### config.mk
export PLATFORM = sky130hd
export DESIGN_NAME = dl_sequencer
export DESIGN_NICKNAME = d
export VERILOG_FILES = /design/src/rtl/dl_seq_pkg.sv /design/src/rtl/dl_wait_counter.sv /design/src/rtl/dl_sequencer.sv
export SDC_FILE = /design/constraint.sdc
export NUM_CORES = 1
export LEC_CHECK = 0
export CAP_MARGIN = 5
export CORE_MARGIN = 2
export CORE_UTILIZATION = 35
export DETAILED_ROUTE_END_ITERATION = 8
export SLEW_MARGIN = 20
export SYNTH_ARGS = -nofsm -noshare
export SYNTH_HDL_FRONTEND = slang
export SYNTH_SLANG_ARGS = --single-unit
### constraint.sdc
create_clock -name CLK -period 2.1 [get_ports CLK]
set_input_delay 0.525 -clock CLK [delete_from_list [all_inputs] [get_ports CLK]]
set_output_delay 0.525 -clock CLK [all_outputs]
set_load 0.005 [all_outputs]
### src/rtl/dl_seq_pkg.sv
// Shared definitions for the data-latch read sequencer: FSM states,
// destination bus codes and the default wait limit.
package dl_seq_pkg;

    typedef enum logic [1:0] {
        ST_IDLE     = 2'b00,
        ST_WAIT_RDY = 2'b01,
        ST_LATCH    = 2'b10,
        ST_DRIVE    = 2'b11
    } state_t;

    typedef enum logic [1:0] {
        DEST_DB      = 2'b00,
        DEST_ADL     = 2'b01,
        DEST_ADH     = 2'b10,
        DEST_ILLEGAL = 2'b11
    } dest_t;

    localparam int unsigned WAIT_LIMIT_DEFAULT = 15;

    // Width needed to hold 0..limit, never narrower than one bit.
    function automatic int unsigned cnt_width(input int unsigned limit);
        return (limit < 1) ? 1 : $clog2(limit + 1);
    endfunction

endpackage

### src/rtl/dl_wait_counter.sv
// Saturating RDY-low cycle counter; flags expiry on the increment that
// would make the count reach the limit.
module dl_wait_counter #(
    parameter int unsigned WIDTH = 4
) (
    input  logic             clk,
    input  logic             rst,
    input  logic             clear,
    input  logic             inc,
    input  logic [WIDTH-1:0] limit,
    output logic             expired
);

    logic [WIDTH-1:0] count;
    logic [WIDTH:0]   count_plus;

    assign count_plus = {1'b0, count} + {{WIDTH{1'b0}}, 1'b1};
    assign expired    = inc && (count_plus >= {1'b0, limit});

    always_ff @(posedge clk) begin
        if (rst || clear) begin
            count <= '0;
        end else if (inc && (count != '1)) begin
            count <= count_plus[WIDTH-1:0];
        end
    end

endmodule

### src/rtl/dl_sequencer.sv
// Sequences a memory read into reg_DL: wait for RDY, pulse LOAD, then drive
// the captured destination bus for one cycle.
module dl_sequencer
    import dl_seq_pkg::*;
#(
    parameter int unsigned WAIT_LIMIT = WAIT_LIMIT_DEFAULT
) (
    input  logic       CLK,
    input  logic       RST,
    input  logic       REQ,
    input  logic [1:0] REQ_DEST,
    input  logic       RDY,
    output logic       ACK,
    output logic       LOAD,
    output logic       DB_BUS_ENABLE,
    output logic       ADL_BUS_ENABLE,
    output logic       ADH_BUS_ENABLE,
    output logic       BUSY,
    output logic       DONE,
    output logic       ERR,
    output logic       TIMEOUT
);

    localparam int unsigned CNT_W = cnt_width(WAIT_LIMIT);
    localparam logic [CNT_W-1:0] CNT_LIMIT = CNT_W'(WAIT_LIMIT);

    state_t state, state_next;
    dest_t  dest, dest_next;
    logic   ack_q, ack_next;
    logic   err_q, err_next;
    logic   timeout_q, timeout_next;
    logic   cnt_clear, cnt_inc, cnt_expired;

    dl_wait_counter #(
        .WIDTH(CNT_W)
    ) u_wait_counter (
        .clk    (CLK),
        .rst    (RST),
        .clear  (cnt_clear),
        .inc    (cnt_inc),
        .limit  (CNT_LIMIT),
        .expired(cnt_expired)
    );

    always_ff @(posedge CLK) begin
        if (RST) begin
            state     <= ST_IDLE;
            dest      <= DEST_DB;
            ack_q     <= 1'b0;
            err_q     <= 1'b0;
            timeout_q <= 1'b0;
        end else begin
            state     <= state_next;
            dest      <= dest_next;
            ack_q     <= ack_next;
            err_q     <= err_next;
            timeout_q <= timeout_next;
        end
    end

    always_comb begin
        state_next   = state;
        dest_next    = dest;
        ack_next     = 1'b0;
        err_next     = 1'b0;
        timeout_next = 1'b0;
        cnt_clear    = 1'b0;
        cnt_inc      = 1'b0;
        case (state)
            ST_IDLE, ST_DRIVE: begin
                // DRIVE shares the IDLE accept path so a held REQ chains without a gap.
                state_next = ST_IDLE;
                if (REQ) begin
                    if (REQ_DEST != DEST_ILLEGAL) begin
                        state_next = ST_WAIT_RDY;
                        dest_next  = dest_t'(REQ_DEST);
                        ack_next   = 1'b1;
                        cnt_clear  = 1'b1;
                    end else begin
                        err_next = 1'b1;
                    end
                end
            end
            ST_WAIT_RDY: begin
                if (RDY) begin
                    state_next = ST_LATCH;
                    cnt_clear  = 1'b1;
                end else begin
                    cnt_inc = 1'b1;
                    if (cnt_expired) begin
                        state_next   = ST_IDLE;
                        timeout_next = 1'b1;
                    end
                end
            end
            ST_LATCH: begin
                state_next = ST_DRIVE;
            end
            default: begin
                state_next = ST_IDLE;
            end
        endcase
    end

    always_comb begin
        ACK            = ack_q;
        ERR            = err_q;
        TIMEOUT        = timeout_q;
        BUSY           = (state != ST_IDLE);
        LOAD           = (state == ST_LATCH);
        DONE           = (state == ST_DRIVE);
        DB_BUS_ENABLE  = (state == ST_DRIVE) && (dest == DEST_DB);
        ADL_BUS_ENABLE = (state == ST_DRIVE) && (dest == DEST_ADL);
        ADH_BUS_ENABLE = (state == ST_DRIVE) && (dest == DEST_ADH);
    end

endmodule

# After elaboration in Yosys (flattened, before gate mapping)

Index checks and enable logic that the tools add are counted.

Register bits after elaboration: 11
Latch bits: 0
Bits in writable memories: 0
ROM bits: 0
Input port bits: 6
Logic and storage cells: 46
Memories kept: 0

Add/subtract/negate cells: 1
$mul: 0
Divide/modulo/power cells: 0
Order comparisons: 1
Equal/unequal tests: 8
Shifts and indexed selects: 0
Muxes and demuxes: 13
Bitwise logic cells: 3
Reduce and logical (&&, ||, !) cells: 14

Operators by type and width:

| cell                                                 | number |
|---|---|
| two-way mux 1 bit                                    | 9 |
| == test 2 bit (second input constant)                | 3 |
| one-hot mux 2 bit (3 select lines)                   | 1 |
| OR reduction 3 bit                                   | 2 |
| adder 4 x 1 -> 5 bit (second input constant)         | 1 |
| >= comparator 5 x 4 -> 1 bit (second input constant) | 1 |
| logical AND 1 bit                                    | 5 |
| == test 2 x 1 -> 1 bit (second input constant)       | 2 |
| zero test 2 bit                                      | 2 |
| two-way mux 2 bit                                    | 2 |
| inequality test 4 bit (second input constant)        | 1 |
| OR reduction 2 bit                                   | 2 |
| inequality test 3 bit (second input constant)        | 1 |
| NOT 1 bit                                            | 3 |
| AND reduction 3 bit                                  | 1 |
| inequality test 2 bit (second input constant)        | 1 |
| one-hot mux 1 bit (2 select lines)                   | 1 |
| nonzero test 2 bit                                   | 1 |
| logical OR 1 bit                                     | 1 |

# Depth between registers and ports, before layout

Word-level depth: 6
Gate-level depth with buffers: 6
Mapped depth without buffers: 6

# Modules after synthesis

From an unflattened synthesis, not the netlist that was laid out.

Cells, all modules: 79
Area total of the unflattened synthesis: 695.7 µm²

By module, submodules not included:

| module          | instances | cells an instance | area an instance (µm²) | seq. area each (µm²) |
|---|---|---|---|---|
| dl_sequencer    | 1         | 41                | 379.1                  | 140.1 |
| dl_wait_counter | 1         | 38                | 316.6                  | 80.1 |

# Worst setup path after synthesis

No wires, ideal clock.

Path type: register to register
From: register u_wait_counter.count[0]
To: register state[0]
Setup time: 0.086 ns
Data arrival time: 1.353 ns
Required time: 2.014 ns
Slack: 0.661 ns
Stages on the path, launching flop included: 7
Period minus slack after synthesis: 1.439 ns
Path through: dfxtp_1 > inv_1 > ha_1 > nor2_1 > o21a_1 > a21o_1 > a221oi_2

Word-level cells in the longest chain between the ends: 4

Ends and longest elaborated chain:

| what                                   | line                  | text |
|---|---|---|
| from (decl)                            | dl_wait_counter.sv:14 | `logic [WIDTH-1:0] count;` |
| from (signal assigned)                 | dl_wait_counter.sv:24 | `count <= count_plus[WIDTH-1:0];` |
| adder 4 x 1 -> 5 bit                   | dl_wait_counter.sv:17 | `assign count_plus = {1'b0, count} + {{WIDTH{1'b0}}, 1'b1};` |
| named net u_wait_counter.count_plus[0] | dl_wait_counter.sv:15 | `logic [WIDTH:0] count_plus;` |
| >= comparator 5 x 4 -> 1 bit           | dl_wait_counter.sv:18 | `assign expired = inc && (count_plus >= {1'b0, limit});` |
| logical AND 1 bit                      | dl_wait_counter.sv:18 |  |
| inequality test 3 bit (no line)        | --                    |  |
| to (signal assigned)                   | dl_sequencer.sv:53    | `state <= state_next;` |
| to (decl)                              | dl_sequencer.sv:27    | `state_t state, state_next;` |

The timed path passes the listed nets, and every way through them passes these cells.
A chain may end at the register's enable or synchronous reset.

# Worst setup path after layout

From: register state[0]
To: output port ADH_BUS_ENABLE

Word-level cells in the longest chain between the ends: 2

Ends and longest elaborated chain:

| what              | line                | text |
|---|---|---|
| == test 2 bit     | dl_sequencer.sv:114 | `ADH_BUS_ENABLE = (state == ST_DRIVE) && (dest == DEST_ADH);` |
| logical AND 1 bit | dl_sequencer.sv:114 |  |
| to (decl)         | dl_sequencer.sv:17  | `output logic ADH_BUS_ENABLE,` |

Every way passes these cells.

==> PnR_summary.wiki <==
{| class="wikitable"
! Metric !! Value
|-
| Required time at the endpoint of the critical path || 1.57 ns
|-
| Type of the worst setup path || register to primary output
|-
| Number of ports placed on the die boundary || 15
|-
| Detail Route met3 WL || 60 um
|-
| Max-slew headroom || 0.739
|-
| Number of buffers added by the clock tree synthesis step || 3
|-
| Worst stage delay on the critical path || about 0.50 ns
|-
| Number of vias per cell after detailed routing || a little over 5
|-
| Fraction of the yosys area taken by sequential cells || 0.367
|-
| Worst vdd ir || 0.298 mV
|-
| RSZ-0062 raised after global routing || no
|-
| Min-Delay Path Depth || 2
|-
| Clk sinks || 11
|-
| Cell at the root of the clock tree || clkbuf_4
|-
| CTS H-tree depth || 1
|-
| Pleak || 0.338 nW
|-
| Number of nets produced by synthesis || 80
|-
| Number of synthesized flops with an enable pin || 0
|-
| Most frequent cells in the layout || clkdlybuf4s50_1, dfxtp_1, nor2_1
|-
| Top area cells in the synthesized netlist || dfxtp_1, ha_1, nor2_1, a21oi_1, nor3_1
|-
| WP buf/inv || 1
|-
| Met1 layer wirelength in the final routing || ~600 um
|-
| Vias || 517
|-
| Hold WC Path Type || register to register
|-
| Most common library cell in the layout ignoring fill and taps || clkdlybuf4s50_1
|-
| Crit path max-delay cell type || clkdlybuf4s50_1
|-
| FF-to-FF setup slack || 0.57 ns
|-
| Ratio of cells with drive above 1 in the final layout || 0.118
|-
| Maximum number of pins on one net before global-route repair || 10
|-
| Fmax || 0.495 GHz
|-
| Wirelength, routed || between 1000 and 1500 um
|-
| Setup_tns || 0 ns
|-
| Tot GR Track Use || 0.150
|-
| Number of routed nets with antenna violations || 0
|-
| Dominant cell type by area after synthesis || dfxtp_1
|-
| Synth top area share || 0.367
|-
| Family with the most delay on the worst path || buffers and inverters
|-
| Mean Syn Cell Area || 8.83 um^2
|-
| Row count || 14
|-
| Share of the clock period used by the worst path after layout || 0.961
|-
| Uppermost layer routed || met4
|-
| Worst Skew || ~0.0051 ns
|-
| Critical path arrival || around 1.5 ns
|-
| Detail-routed net length per standard cell || 11.8 um
|-
| Post-detailed-route DRC marker count || 0
|-
| Asr flop ratio synth || 0
|-
| TritonCTS clock tree || done
|-
| Count of endpoints failing setup in the final report || 0
|-
| Clock-pin slew on the worst setup and hold paths || about 0.08 ns
|-
| Worst reg2reg path startpoint || u_wait_counter.count[0]
|-
| Detailed router's first-iteration violation count || 10
|-
| Dominant register cell in the synthesized netlist || dfxtp_1
|-
| Clk buf depth || 2
|-
| Highest net fanout along the worst path || 4
|-
| Diode insertion count for antenna repair || 0
|-
| Pins over their slew limit || 0
|-
| Initial core utilization || 0.385
|-
| Number of input and output port buffers inserted || 14
|-
| Number of placed cells counting well taps || 97
|-
| Min-Delay Endpoint || state[1]
|-
| Hold Startpoint || state[1]
|-
| Worst hold slack || 0.513 ns
|-
| Total core area || 1560 um^2
|-
| Power per cell area || 558 nW/um^2
|-
| Area of the die || 2060 um^2
|-
| Reg2Reg Capture Point || state[0]
|-
| Pin slew with the least headroom to its limit || 0.391 ns
|-
| Non-Filler Cell Area, Final || approximately 800 um^2
|-
| Vias in the first global route || between 400 and 500
|-
| Critical path, cell by cell || ha_2 -> and3b_1 -> clkdlybuf4s50_1
|-
| Maximum capacitance violations || 0
|-
| Wire length of the first global-routing pass || ~2100 um
|-
| Post-layout instance count excluding filler cells || between 100 and 150
|-
| Routability congestion estimate from global placement || 0.724
|-
| Total global routing overflow || 0
|-
| Worst-skew pair later-pin latency || 0.28 ns
|-
| Number of antenna violations at the first check in global routing || 0
|-
| Horizontal die dimension || 45.4 um
|-
| Number of setup buffers added after CTS || 0
|-
| Die Span Y || 45.4 um
|-
| Count of hold buffers inserted by post-cts repair || 0
|-
| Cells on worst reg2reg path || 6
|-
| Count of unique library cells instantiated by Yosys || 27
|-
| Endpoint type of the worst setup path || primary output
|-
| Detailed-routing iteration count for the pre-antenna-repair pass || 4
|-
| Flip-flop and latch count after synthesis || 11
|-
| DP Area || approximately 760 um^2
|-
| Number of nets in the finished design || 98
|-
| Number of warnings issued by yosys || 0
|-
| Type of element launching the critical path || register
|-
| Routed met2 length || 514 um
|-
| Syn Inst Count || 68
|-
| Final hold violation count || 0
|-
| Outcome || finished, final reports clean
|-
| Final critical delay including setup and external delays || 2.02 ns
|-
| Post-synthesis cell area || 601 um^2
|-
| Synthesis-to-finish area growth || 31.7%
|}
==> worst max-delay path by stage <==
stage,depth (start not counted),start,endpoint
4_1_cts,3,state[0],DB_BUS_ENABLE
2_1_floorplan,6,u_wait_counter.count[0],state[0]
5_1_grt,3,state[1],ADH_BUS_ENABLE
6_report,3,state[0],ADH_BUS_ENABLE
3_3_place_gp,5,RDY,state[0]
3_5_place_dp,5,RDY,state[0]
==> tightest hold or removal path: cells and delay by family (launching register included) <==
kind             cells  cell delay [ns]
multiplexers         1             0.06
AND/OR/NAND/NOR      1             0.07
flip-flops           1             0.34
==> metal layers <==
layer	vias to the layer above	global-route usage
met3	4	0.0635
met1	228	0.200
met5	-	0
li1	269	-
met4	0	0.106
met2	16	0.189
==> sequential cells by signal, indices dropped and copies added, names as in the netlist <==
register	count
state	2
TIMEOUT	1
dest	2
ACK	1
ERR	1
u_wait_counter.count	4
==> timing repair <==
item | 4_1_cts | 5_1_grt
setup endpoints to repair | 1 | 1
pin swaps | 0 | 0
resized for setup | 2 | 2
cloned | 0 | 0
endpoints found under the hold margin | 0 | 0
==> final cells by class <==
class                      instances  area, um^2
clock buffer                       4        26.3
multi-input combinational         51         360
inverter                           5        18.8
tap                               16        20.0
fill                             154         768
timing repair buffer              14         143
sequential                        11         223
==> per-stage QoR <==
stage                     utilization  setup slack, ns  power [mW]
after CTS                       0.504           0.0163       0.443
final                           0.507           0.0817       0.442
after floorplan                     -            0.661       0.266
after global routing            0.507           0.0160       0.464
after global placement          0.486            0.268       0.292
after detailed placement        0.486            0.251       0.292
==> where the power goes <==
group | switching (mW) | internal (mW) | total (mW)
registers | 0.00727 | 0.217 | 0.224
clock network | 0.0798 | 0.0738 | 0.154
logic | 0.0301 | 0.0338 | 0.0638
==> kinds of logic (layout without fill, tap and decap cells) <==
kind of cell,count (synthesis),in the layout,share of synthesized area
AOI/OAI and AO/OA,12,12,0.142
xor gates and xnor gates,3,3,0.0438
adders and majority gates,6,6,0.125
buffers and inverters,6,23,0.0375
DFF,11,11,0.367
muxes,1,1,0.0167
and+or+nand+nor,29,29,0.269
==> Yosys cell counts (2+ instances only) <==
| library cell | number |
|---|---|
| nand2b_1 | 2 |
| and3b_1 | 2 |
| nor2_1 | 9 |
| xnor2_1 | 2 |
| nand3_1 | 2 |
| nand2_1 | 3 |
| ha_1 | 6 |
| dfxtp_1 | 11 |
| a21oi_1 | 5 |
| nor3_1 | 4 |
| inv_1 | 5 |
| nor3b_1 | 2 |
No activity file was read; power rests on OpenSTA's default activity.
